File: config.mk
export PLATFORM = sky130hd
export DESIGN_NAME = lock_timer_sched_flat
export DESIGN_NICKNAME = d
export VERILOG_FILES = /design/src/rtl/lock_timer_if.sv /design/src/rtl/lock_timer_sched.sv /design/src/flat_wrapper.sv
export SDC_FILE = /design/constraint.sdc
export NUM_CORES = 1
export LEC_CHECK = 0
export BUFFER_PORTS_ARGS = -buffer_cell sky130_fd_sc_hd__buf_4
export CORE_ASPECT_RATIO = 1.75
export CORE_MARGIN = 5
export CORE_UTILIZATION = 55
export CTS_BUF_LIST = sky130_fd_sc_hd__clkbuf_16
export DETAILED_ROUTE_END_ITERATION = 12
export PLACE_DENSITY_LB_ADDON = 0.25
export SYNTH_ARGS = -nofsm -noshare
export SYNTH_HDL_FRONTEND = slang
export SYNTH_SLANG_ARGS = --single-unit
File: constraint.sdc
create_clock -name clk -period 2.45 [get_ports clk]
set_input_delay 0 -clock clk [delete_from_list [all_inputs] [get_ports clk]]
set_output_delay 0 -clock clk [all_outputs]
set_load 0.02 [all_outputs]
File: src/rtl/lock_timer_if.sv
// Request/grant bundle between the lock FSM and lock_timer_sched.
// Build option LOCK_TIMER_STATUS_EN adds mon_sel / mon_remaining.
interface lock_timer_if #(
  parameter int W = 16
);
  // Handshake: req[i] is a level held until ack[i]; ack[i] is a one-cycle grant
  // and the requester drops req[i] in that cycle. A req still high afterwards
  // is a fresh request. cancel[i] is a one-cycle abort pulse.
  logic [2:0]     req;
  logic [3*W-1:0] dur_ms;
  logic [2:0]     cancel;
  logic [2:0]     ack;
  logic [2:0]     busy;
  logic [2:0]     expire;
  logic           tick_ms;
`ifdef LOCK_TIMER_STATUS_EN
  logic [1:0]     mon_sel;
  logic [W-1:0]   mon_remaining;

  modport master (
    output req, dur_ms, cancel, mon_sel,
    input  ack, busy, expire, tick_ms, mon_remaining
  );
  modport slave (
    input  req, dur_ms, cancel, mon_sel,
    output ack, busy, expire, tick_ms, mon_remaining
  );
`else
  modport master (
    output req, dur_ms, cancel,
    input  ack, busy, expire, tick_ms
  );
  modport slave (
    input  req, dur_ms, cancel,
    output ack, busy, expire, tick_ms
  );
`endif
endinterface

File: src/rtl/lock_timer_sched.sv
// Three-channel ms timer sharing one prescaler; fixed-priority grant ch2 > ch1 > ch0.
// Build option LOCK_TIMER_STATUS_EN adds a registered remaining-count monitor.
module lock_timer_sched #(
  parameter int TICK_DIV = 125000,
  parameter int W        = 16
) (
  input  logic        clk,
  input  logic        reset_n,
  lock_timer_if.slave tif
);
  localparam int PW = $clog2(TICK_DIV);
  localparam logic [PW-1:0] PRESC_LAST = PW'(TICK_DIV - 1);

  logic [PW-1:0] presc_q, presc_d;
  logic          tick_q, tick_d;
  logic [2:0]    grant;
  logic [2:0]    ack_q;
  logic [2:0]    busy_q, busy_d;
  logic [2:0]    exp_q, exp_d;
  logic [W-1:0]  rem_q [3];
  logic [W-1:0]  rem_d [3];

  // A channel being cancelled this cycle is not eligible; its req stays pending.
  always_comb begin
    logic [2:0] elig;
    elig  = tif.req & ~tif.cancel;
    grant = 3'b000;
    if (elig[2])      grant = 3'b100;
    else if (elig[1]) grant = 3'b010;
    else if (elig[0]) grant = 3'b001;
  end

  // Prescaler free-runs only while some channel is busy; parked at 0 otherwise.
  always_comb begin
    presc_d = '0;
    tick_d  = 1'b0;
    if (|busy_q) begin
      if (presc_q == PRESC_LAST) tick_d  = 1'b1;
      else                       presc_d = presc_q + PW'(1);
    end
  end

  // Per channel: cancel beats a load, a load beats the countdown.
  always_comb begin
    for (int i = 0; i < 3; i++) begin
      rem_d[i]  = rem_q[i];
      busy_d[i] = busy_q[i];
      exp_d[i]  = 1'b0;
      if (tif.cancel[i]) begin
        rem_d[i]  = '0;
        busy_d[i] = 1'b0;
      end else if (grant[i]) begin
        rem_d[i]  = tif.dur_ms[i*W +: W];
        busy_d[i] = |tif.dur_ms[i*W +: W];
        exp_d[i]  = ~|tif.dur_ms[i*W +: W];
      end else if (tick_q && busy_q[i]) begin
        if (rem_q[i] == W'(1)) begin
          rem_d[i]  = '0;
          busy_d[i] = 1'b0;
          exp_d[i]  = 1'b1;
        end else if (rem_q[i] != '0) begin
          rem_d[i] = rem_q[i] - W'(1);
        end
      end
    end
  end

  always_ff @(posedge clk or negedge reset_n) begin
    if (!reset_n) begin
      presc_q <= '0;
      tick_q  <= 1'b0;
      ack_q   <= 3'b000;
      busy_q  <= 3'b000;
      exp_q   <= 3'b000;
      for (int i = 0; i < 3; i++) rem_q[i] <= '0;
    end else begin
      presc_q <= presc_d;
      tick_q  <= tick_d;
      ack_q   <= grant;
      busy_q  <= busy_d;
      exp_q   <= exp_d;
      for (int i = 0; i < 3; i++) rem_q[i] <= rem_d[i];
    end
  end

  assign tif.ack     = ack_q;
  assign tif.busy    = busy_q;
  assign tif.expire  = exp_q;
  assign tif.tick_ms = tick_q;

`ifdef LOCK_TIMER_STATUS_EN
  logic [W-1:0] mon_q;

  always_ff @(posedge clk or negedge reset_n) begin
    if (!reset_n) begin
      mon_q <= '0;
    end else begin
      case (tif.mon_sel)
        2'd0:    mon_q <= rem_q[0];
        2'd1:    mon_q <= rem_q[1];
        2'd2:    mon_q <= rem_q[2];
        default: mon_q <= '0;
      endcase
    end
  end

  assign tif.mon_remaining = mon_q;
`endif
endmodule
File: src/flat_wrapper.sv
// flat-port wrapper written by rule: the top's interface ports become plain ports
module lock_timer_sched_flat 
#(
  parameter int TICK_DIV = 125000,
  parameter int W        = 16
)
  (clk, reset_n, tif_req, tif_dur_ms, tif_cancel, tif_ack, tif_busy, tif_expire, tif_tick_ms);
  lock_timer_if #(.W(W)) tif_i ();
  input  logic clk;
  input  logic reset_n;
  input wire logic [$bits(tif_i.req)-1:0] tif_req;
  input wire logic [$bits(tif_i.dur_ms)-1:0] tif_dur_ms;
  input wire logic [$bits(tif_i.cancel)-1:0] tif_cancel;
  output wire logic [$bits(tif_i.ack)-1:0] tif_ack;
  output wire logic [$bits(tif_i.busy)-1:0] tif_busy;
  output wire logic [$bits(tif_i.expire)-1:0] tif_expire;
  output wire logic [$bits(tif_i.tick_ms)-1:0] tif_tick_ms;
  assign tif_i.req = tif_req;
  assign tif_i.dur_ms = tif_dur_ms;
  assign tif_i.cancel = tif_cancel;
  assign tif_ack = tif_i.ack;
  assign tif_busy = tif_i.busy;
  assign tif_expire = tif_i.expire;
  assign tif_tick_ms = tif_i.tick_ms;
  lock_timer_sched #(.TICK_DIV(TICK_DIV), .W(W)) u_core (.clk(clk), .reset_n(reset_n), .tif(tif_i));
endmodule
==> flow_metrics.py, run 1 <==
metrics = {
    "clocking": {
        "cts_sinks": 75,
        "clkTransAtPathRegs_ns": 0.06,
        "clock_latency_ns": 0.34,
        "root_buffer": "clkbuf_16",
        "cts_tree": "yes",
        "h-tree-depth": 3,
        "cts_buffers": 9,
        "clock_path_buffers": 2,
        "cts_setup_buffers": 0,
    },
    "synth": {
        "syn_nets": 615,
        "synth_most_common_cell": "dfrtp_1",
        "netlist_instances": 549,
        "ys_types": 68,
        "syn_avg_cell_area_um2": 8.85,
        "syn-cell-area_um2": 4860,
        "synth_seq_cells": 75,
        "synth-edff-count": 0,
        "synth_top_cell_by_area": "dfrtp_1",
        "yosysSeqAreaShare_pct": 38.6,
        "ys_warn_count": 0,
        "synth_commonest_cells": "dfrtp_1 (75), nor2_1 (54), nand2_1 (37), nor4_1 (30), nor3_1 (29)",
        "synthArstFlopShare_pct": 100,
        "synth_area_leaders": "dfrtp_1 (39%), nor2_1 (4.2%), nor4_1 (3.9%), nor3_1 (3.0%), nand2_1 (2.9%)",
        "synth_top_area_share_pct": 38.6,
        "synth_ff_type": "dfrtp_1",
    },
    "detailed_routing": {
        "dr.first_iter.drc_count": 362,
        "wirelength_um": 14200,
        "drcViolationCount": 0,
        "firstDrtPassIters": 5,
        "ant_nets": 0,
        "viasPerCell": 6.40,
        "routedWlPerCell_um": 18.5,
        "vias": 4922,
    },
    "floorplanning": {
        "fp.coreArea_um2": 8670,
        "num_io_pins": 66,
        "start_util_pct": 56.1,
        "die_width_um": 81.1,
        "fp.dieH_um": 134,
        "dieArea_um2": 10900,
        "rows": 45,
    },
    "grt": {
        "grt_pass1_vias": 4883,
        "grt_max_degree": 76,
        "antenna_found_initial": 0,
        "overflow": 0,
        "track_usage_pct": 26.8,
        "grt_pass1_wl_um": 23100,
    },
    "sta": {
        "max-slew-margin-rel_pct": 34.5,
        "fin_setup_tns_ns": 0,
        "fin_crit_sh_pct": 94.0,
        "fin_worst_skew_ns": 0.00696,
        "fin_crit_ns": 2.30,
        "final_hold_viol_count": 0,
        "finalSetupViolCount": 0,
        "fmax_mhz": 434,
        "tightest_slew_ns": 0.982,
        "rsz0062_at_grt": "false",
        "fin_ws_ns": 0.147,
        "drv_slew": 0,
    },
    "final_layout": {
        "fin_util_pct": 70.3,
        "fillers": 712,
        "fin_nets": 713,
        "area_growth_syn_to_layout_pct": 25.4,
        "num_antenna_cells": 0,
        "final_cells": 769,
        "layout-drive-gt1-share_pct": 19.9,
    },
    "place": {
        "dp_cells": 720,
        "port_buffers": 65,
        "place.gp.congestion": 0.911,
        "pre_cts_slack_ns": 0.180,
        "dpl.hpwl_um": 9790,
    },
    "setup_path": {
        "crit_slowest_cell": "or4b_2",
        "critPathKind": "flip-flop to flip-flop",
        "setup.worst_path.start_class": "flip-flop",
        "reg2reg_slack_ns": 0.15,
        "crit_fanout": 7,
        "crit_path_max_incr_delay_ns": 0.72,
        "crit_arrival_ns": 2.55,
        "crit_chain": "inv_1, ha_1, or4b_2, nor4_1, xor2_1, nand2_1, a211oi_1",
        "required_ns": 2.70,
        "end_kind": "flip-flop",
    },
    "power": {
        "p_leak_nw": 2.63,
        "vdd_drop_max_mv": 0.431,
        "power_density_nw_per_um2": 591,
        "power_mw": 3.60,
    },
    "outcome": {
        "status": "complete, no violations",
    },
    "hold_path": {
        "hold_class": "input port to flip-flop",
    },
    "run": {
        "cap_viol_max_count": 0,
    },
}
==> area by class of cell <==
| class | instances | area (um2) | share of cell area (%) |
|---|---|---|---|
| flip-flops and latches | 75 | 1880 | 30.8 |
| well taps | 117 | 146 | 2.40 |
| clock inverters | 7 | 45.0 | 0.739 |
| clock buffers | 9 | 225 | 3.70 |
| repair buffers | 118 | 968 | 15.9 |
| multi-input cells | 418 | 2740 | 44.9 |
| inverters | 25 | 93.8 | 1.54 |
==> metal layers <==
metal | up-vias | routed length [um] | share of wire (%) | global-route usage (%)
met3 | 67 | 789 | 5.5 | 3.90
met5 | - | 0 | 0 | 0
met4 | 0 | 727 | 5.1 | 15.1
met2 | 234 | 7280 | 51 | 45.6
met1 | 2339 | 5450 | 38 | 31.6
li1 | 2282 | - | - | -
==> worst max-delay path, delay by kind of cell, from the launching register on <==
family | cells | cell delay (ns)
and+or+nand+nor | 3 | 1.06
DFF | 1 | 0.44
AOI/OAI and AO/OA | 1 | 0.23
adders and majority gates | 1 | 0.19
xor gates and xnor gates | 1 | 0.19
buffers and inverters | 1 | 0.11
==> what timing repair did <==
| item | in CTS | in global routing |
|---|---|---|
| resized for setup | 0 | 1 |
| endpoints found under the setup margin | 0 | 1 |
| hold buffers | 33 | 0 |
| hold endpoints to repair | 108 | 0 |
==> where the power goes <==
group | switching, mW | internal, mW | leakage, nW
registers | 0.0957 | 1.32 | 1.01
logic | 0.528 | 0.427 | 1.49
clock network | 0.552 | 0.682 | 0.131
total | 1.18 | 2.42 | 2.63
==> cells by family after synthesis <==
group                      share of synthesized area, %
adders and majority gates                          2.57
and+or+nand+nor                                    24.8
buffers and inverters                              5.28
AOI/OAI and AO/OA                                  24.6
xor gates and xnor gates                           4.14
DFF                                                38.6
==> worst paths after layout <==
check | start | endpoint | cells after the start
min in group asynchronous | reset_n | u_core.rem_q[39]$_DFFE_PN0P_ | 2
setup reg to reg | u_core.rem_q[32]$_DFFE_PN0P_ | u_core.rem_q[44]$_DFFE_PN0P_ | 7
max in group asynchronous | reset_n | u_core.presc_q[2]$_DFF_PN0_ | 2
hold / removal | tif_dur_ms[14] | u_core.rem_q[46]$_DFFE_PN0P_ | 3
hold reg to reg | u_core.presc_q[0]$_DFF_PN0_ | u_core.presc_q[0]$_DFF_PN0_ | 1
setup / recovery | u_core.rem_q[32]$_DFFE_PN0P_ | u_core.rem_q[44]$_DFFE_PN0P_ | 7
==> sequential cells by signal (all words and copies together) (netlist names) <==
| register | count |
|---|---|
| u_core.rem_q | 48 |
| u_core.presc_q | 17 |
| u_core.tif.ack | 3 |
| u_core.tif.busy | 3 |
| u_core.tif.expire | 3 |
| u_core.tif.tick_ms | 1 |
==> cells in the final DEF (no fill, tap or decap), drive strengths merged, types with 10 or more instances in the layout <==
cell / synthesis / routed
a21oi: 16 / 16
a211oi: 12 / 12
inv: 25 / 27
xnor2: 15 / 15
nor4: 33 / 33
nand2: 39 / 39
nand3: 17 / 17
nor3: 30 / 30
o22ai: 18 / 18
buf: 9 / 85
a22o: 10 / 10
o21ai: 25 / 25
dfrtp: 75 / 75
nor2: 54 / 54
ha: 10 / 10
dlygate4sd3: 0 / 33
==> metrics by stage <==
stage,hold WS (ns),instance area (um2)
after floorplan,-0.296,4860
after global placement,0.199,5490
after detailed placement,0.210,5490
after CTS,0.00193,6090
after global routing,0.0166,6090
final,0.00961,6090
(Power assumes the default switching activity.)
==> inputs of run 2 (changes only) <==
RECOVER_POWER = 50   (was unset)
==> run 2 against run 1 <==
Effect of this change: the flow now finishes with violations (capacitance limit, slew limit); worst setup slack worse by 0.011 ns; flip-flop and latch count unchanged; critical path type unchanged; wire length up 0.23%; highest routed layer unchanged; core utilization down 0.46 points; hold slack worse by 0.0043 ns; clock skew about the same; fmax down 0.49%; register-to-register slack about the same; largest power group unchanged; power down 0.35%.
==> flow_metrics.py, run 2 (synthesis gave the netlist of run 1 again) <==
metrics = {
    "outcome": {
        "status": "finished, violations left",
        "failed_checks": "capacitance limit, slew limit",
    },
    "hold_path": {
        "min_from": "tif_dur_ms[14]",
        "hold_depth": 3,
        "hold_class": "input port to flip-flop",
        "whs_endpoint": "u_core.rem_q[46]$_DFFE_PN0P_",
    },
    "final_layout": {
        "layout-drive-gt1-share_pct": 18.4,
        "layout_commonest_cell": "dfrtp_1",
        "layout_common_cells": "dfrtp_1 (75), buf_4 (74), nor2_1 (54)",
        "area_growth_syn_to_layout_pct": 24.6,
        "largestRegisters": "u_core.rem_q x48, u_core.presc_q x17",
        "regMostFlops": "u_core.rem_q",
        "fin_nets": 713,
        "num_antenna_cells": 0,
        "largest_reg_flops": 48,
    },
    "grt": {
        "antenna_found_initial": 0,
        "grt_pass1_wl_um": 23100,
        "track_usage_pct": 26.8,
        "grt_pass1_vias": 4883,
        "overflow": 0,
        "grt_max_degree": 76,
    },
    "detailed_routing": {
        "wirelength_um": 14300,
        "ant_nets": 0,
        "viasPerCell": 6.43,
        "firstDrtPassIters": 5,
        "vias": 4942,
        "dr.first_iter.drc_count": 345,
        "drcViolationCount": 0,
        "routedWlPerCell_um": 18.6,
    },
    "sta": {
        "drv_slew": 76,
        "final_hold_viol_count": 0,
        "max-slew-margin-rel_pct": -25.9,
        "fmax_mhz": 432,
        "fin_ws_ns": 0.136,
        "finalSetupViolCount": 0,
        "fin_worst_skew_ns": 0.00700,
        "fin_crit_sh_pct": 94.5,
        "rsz0062_at_grt": "false",
        "tightest_slew_ns": 1.89,
        "fin_setup_tns_ns": 0,
        "fin_crit_ns": 2.31,
    },
    "floorplanning": {
        "start_util_pct": 56.1,
        "rows": 45,
        "fp.dieH_um": 134,
        "dieArea_um2": 10900,
        "die_width_um": 81.1,
        "fp.coreArea_um2": 8670,
        "num_io_pins": 66,
    },
    "setup_path": {
        "crit_chain": "or4_1, nor4_4, buf_4, a21oi_2, a32oi_1, a21oi_1",
        "end_kind": "flip-flop",
        "crit_fanout": 10,
        "ff2ff_path_depth": 6,
        "reg2reg_slack_ns": 0.14,
        "setup.worst_path.start_class": "flip-flop",
        "reg2reg_to": "u_core.rem_q[37]$_DFFE_PN0P_",
        "crit_cells": 6,
        "critPathBufInv": 1,
        "required_ns": 2.66,
        "crit_path_max_incr_delay_ns": 0.68,
        "r2r_start": "u_core.rem_q[44]$_DFFE_PN0P_",
        "critPathKind": "flip-flop to flip-flop",
        "crit_slowest_cell": "or4_1",
        "cp_top_family": "simple AND/OR/NAND/NOR gates",
        "crit_arrival_ns": 2.53,
    },
    "power": {
        "internal_power_mw": 2.42,
        "switching_power_mw": 1.17,
        "power_density_nw_per_um2": 593,
        "seqPwrFrac_pct": 39.3,
        "p_leak_nw": 2.59,
        "swShare_pct": 32.6,
        "clockPowerShare_pct": 34.2,
        "combPwrFrac_pct": 26.5,
        "vdd_drop_max_mv": 0.434,
    },
    "place": {
        "port_buffers": 65,
        "place.gp.congestion": 0.911,
        "pre_cts_slack_ns": 0.180,
        "dpl.hpwl_um": 9790,
    },
    "clocking": {
        "cts_sinks": 75,
        "clkTransAtPathRegs_ns": 0.06,
        "clock_latency_ns": 0.34,
        "cts_setup_buffers": 0,
        "root_buffer": "clkbuf_16",
        "cts_tree": "yes",
        "h-tree-depth": 3,
        "cts_buffers": 9,
        "clock_path_buffers": 2,
    },
    "run": {
        "cap_viol_max_count": 1,
    },
}
run 2: cell count changes in the layout (fill, tap and decap cells not counted), sizes merged:
cell    before  now
buf         85   74
clkbuf       9   20
run 2: power groups by stage:
| stage | sequential (mW) | combinational, mW | clock [mW] |
|---|---|---|---|
| after global placement | 1.42 | 0.872 | 0 |
| after detailed placement | 1.43 | 0.887 | 0 |
| after global routing | 1.42 | 1.03 | 1.29 |
| after CTS | 1.41 | 0.940 | 1.24 |
| after floorplan | 1.41 | 0.609 | 0 |
| final | 1.41 | 0.949 | 1.23 |
run 2: repair_timing:
action,4_1_cts,5_1_grt
resized for setup,0,1
hold buffers,33,0
endpoints found under the setup margin,0,1
hold endpoints to repair,108,0
run 2: worst max-delay path by stage:
stage / startpoint / endpoint / slack (ns)
2_1_floorplan: u_core.rem_q[32]$_DFFE_PN0P_ / u_core.rem_q[44]$_DFFE_PN0P_ / 0.30
3_3_place_gp: u_core.rem_q[32]$_DFFE_PN0P_ / u_core.rem_q[44]$_DFFE_PN0P_ / 0.24
3_5_place_dp: u_core.rem_q[32]$_DFFE_PN0P_ / u_core.rem_q[44]$_DFFE_PN0P_ / 0.18
4_1_cts: u_core.rem_q[23]$_DFFE_PN0P_ / u_core.tif.busy[1]$_DFFE_PN0P_ / 0.09
5_1_grt: u_core.rem_q[44]$_DFFE_PN0P_ / u_core.rem_q[37]$_DFFE_PN0P_ / 0.01
6_report: u_core.rem_q[44]$_DFFE_PN0P_ / u_core.rem_q[37]$_DFFE_PN0P_ / 0.14
run 2: cell type report:
type                            count  area [um2]
Timing Repair Buffer              118         928
Sequential cell                    75        1880
Clock buffer                        9         225
Inverter                           25        93.8
Clock inverter                      7        45.0
Fill cell                         723        2620
Multi-Input combinational cell    418        2740
Tap cell                          117         146
run 2: worst min-delay path, stage by stage:
cell,delay (ns)
buf_4,0.11
inv_1,0.08
o211ai_1,0.10
run 2: stage by stage:
step,hold slack [ns],total power [mW],instances,instance area [um2],utilization [%]
floorplan,-0.296,2.02,549,4860,-
global placement,0.199,2.30,720,5490,63.3
detailed placement,0.210,2.31,720,5490,63.3
CTS,0.00193,3.59,769,6090,70.2
global route,0.0166,3.74,769,6050,69.8
finish,0.00534,3.59,769,6050,69.8
run 2: routing by layer:
layer  share of wire (%)  global-route usage, %
met1                  38                   31.6
met2                  51                   45.6
met3                 6.1                   3.90
met4                 5.2                   15.1
met5                   0                      0
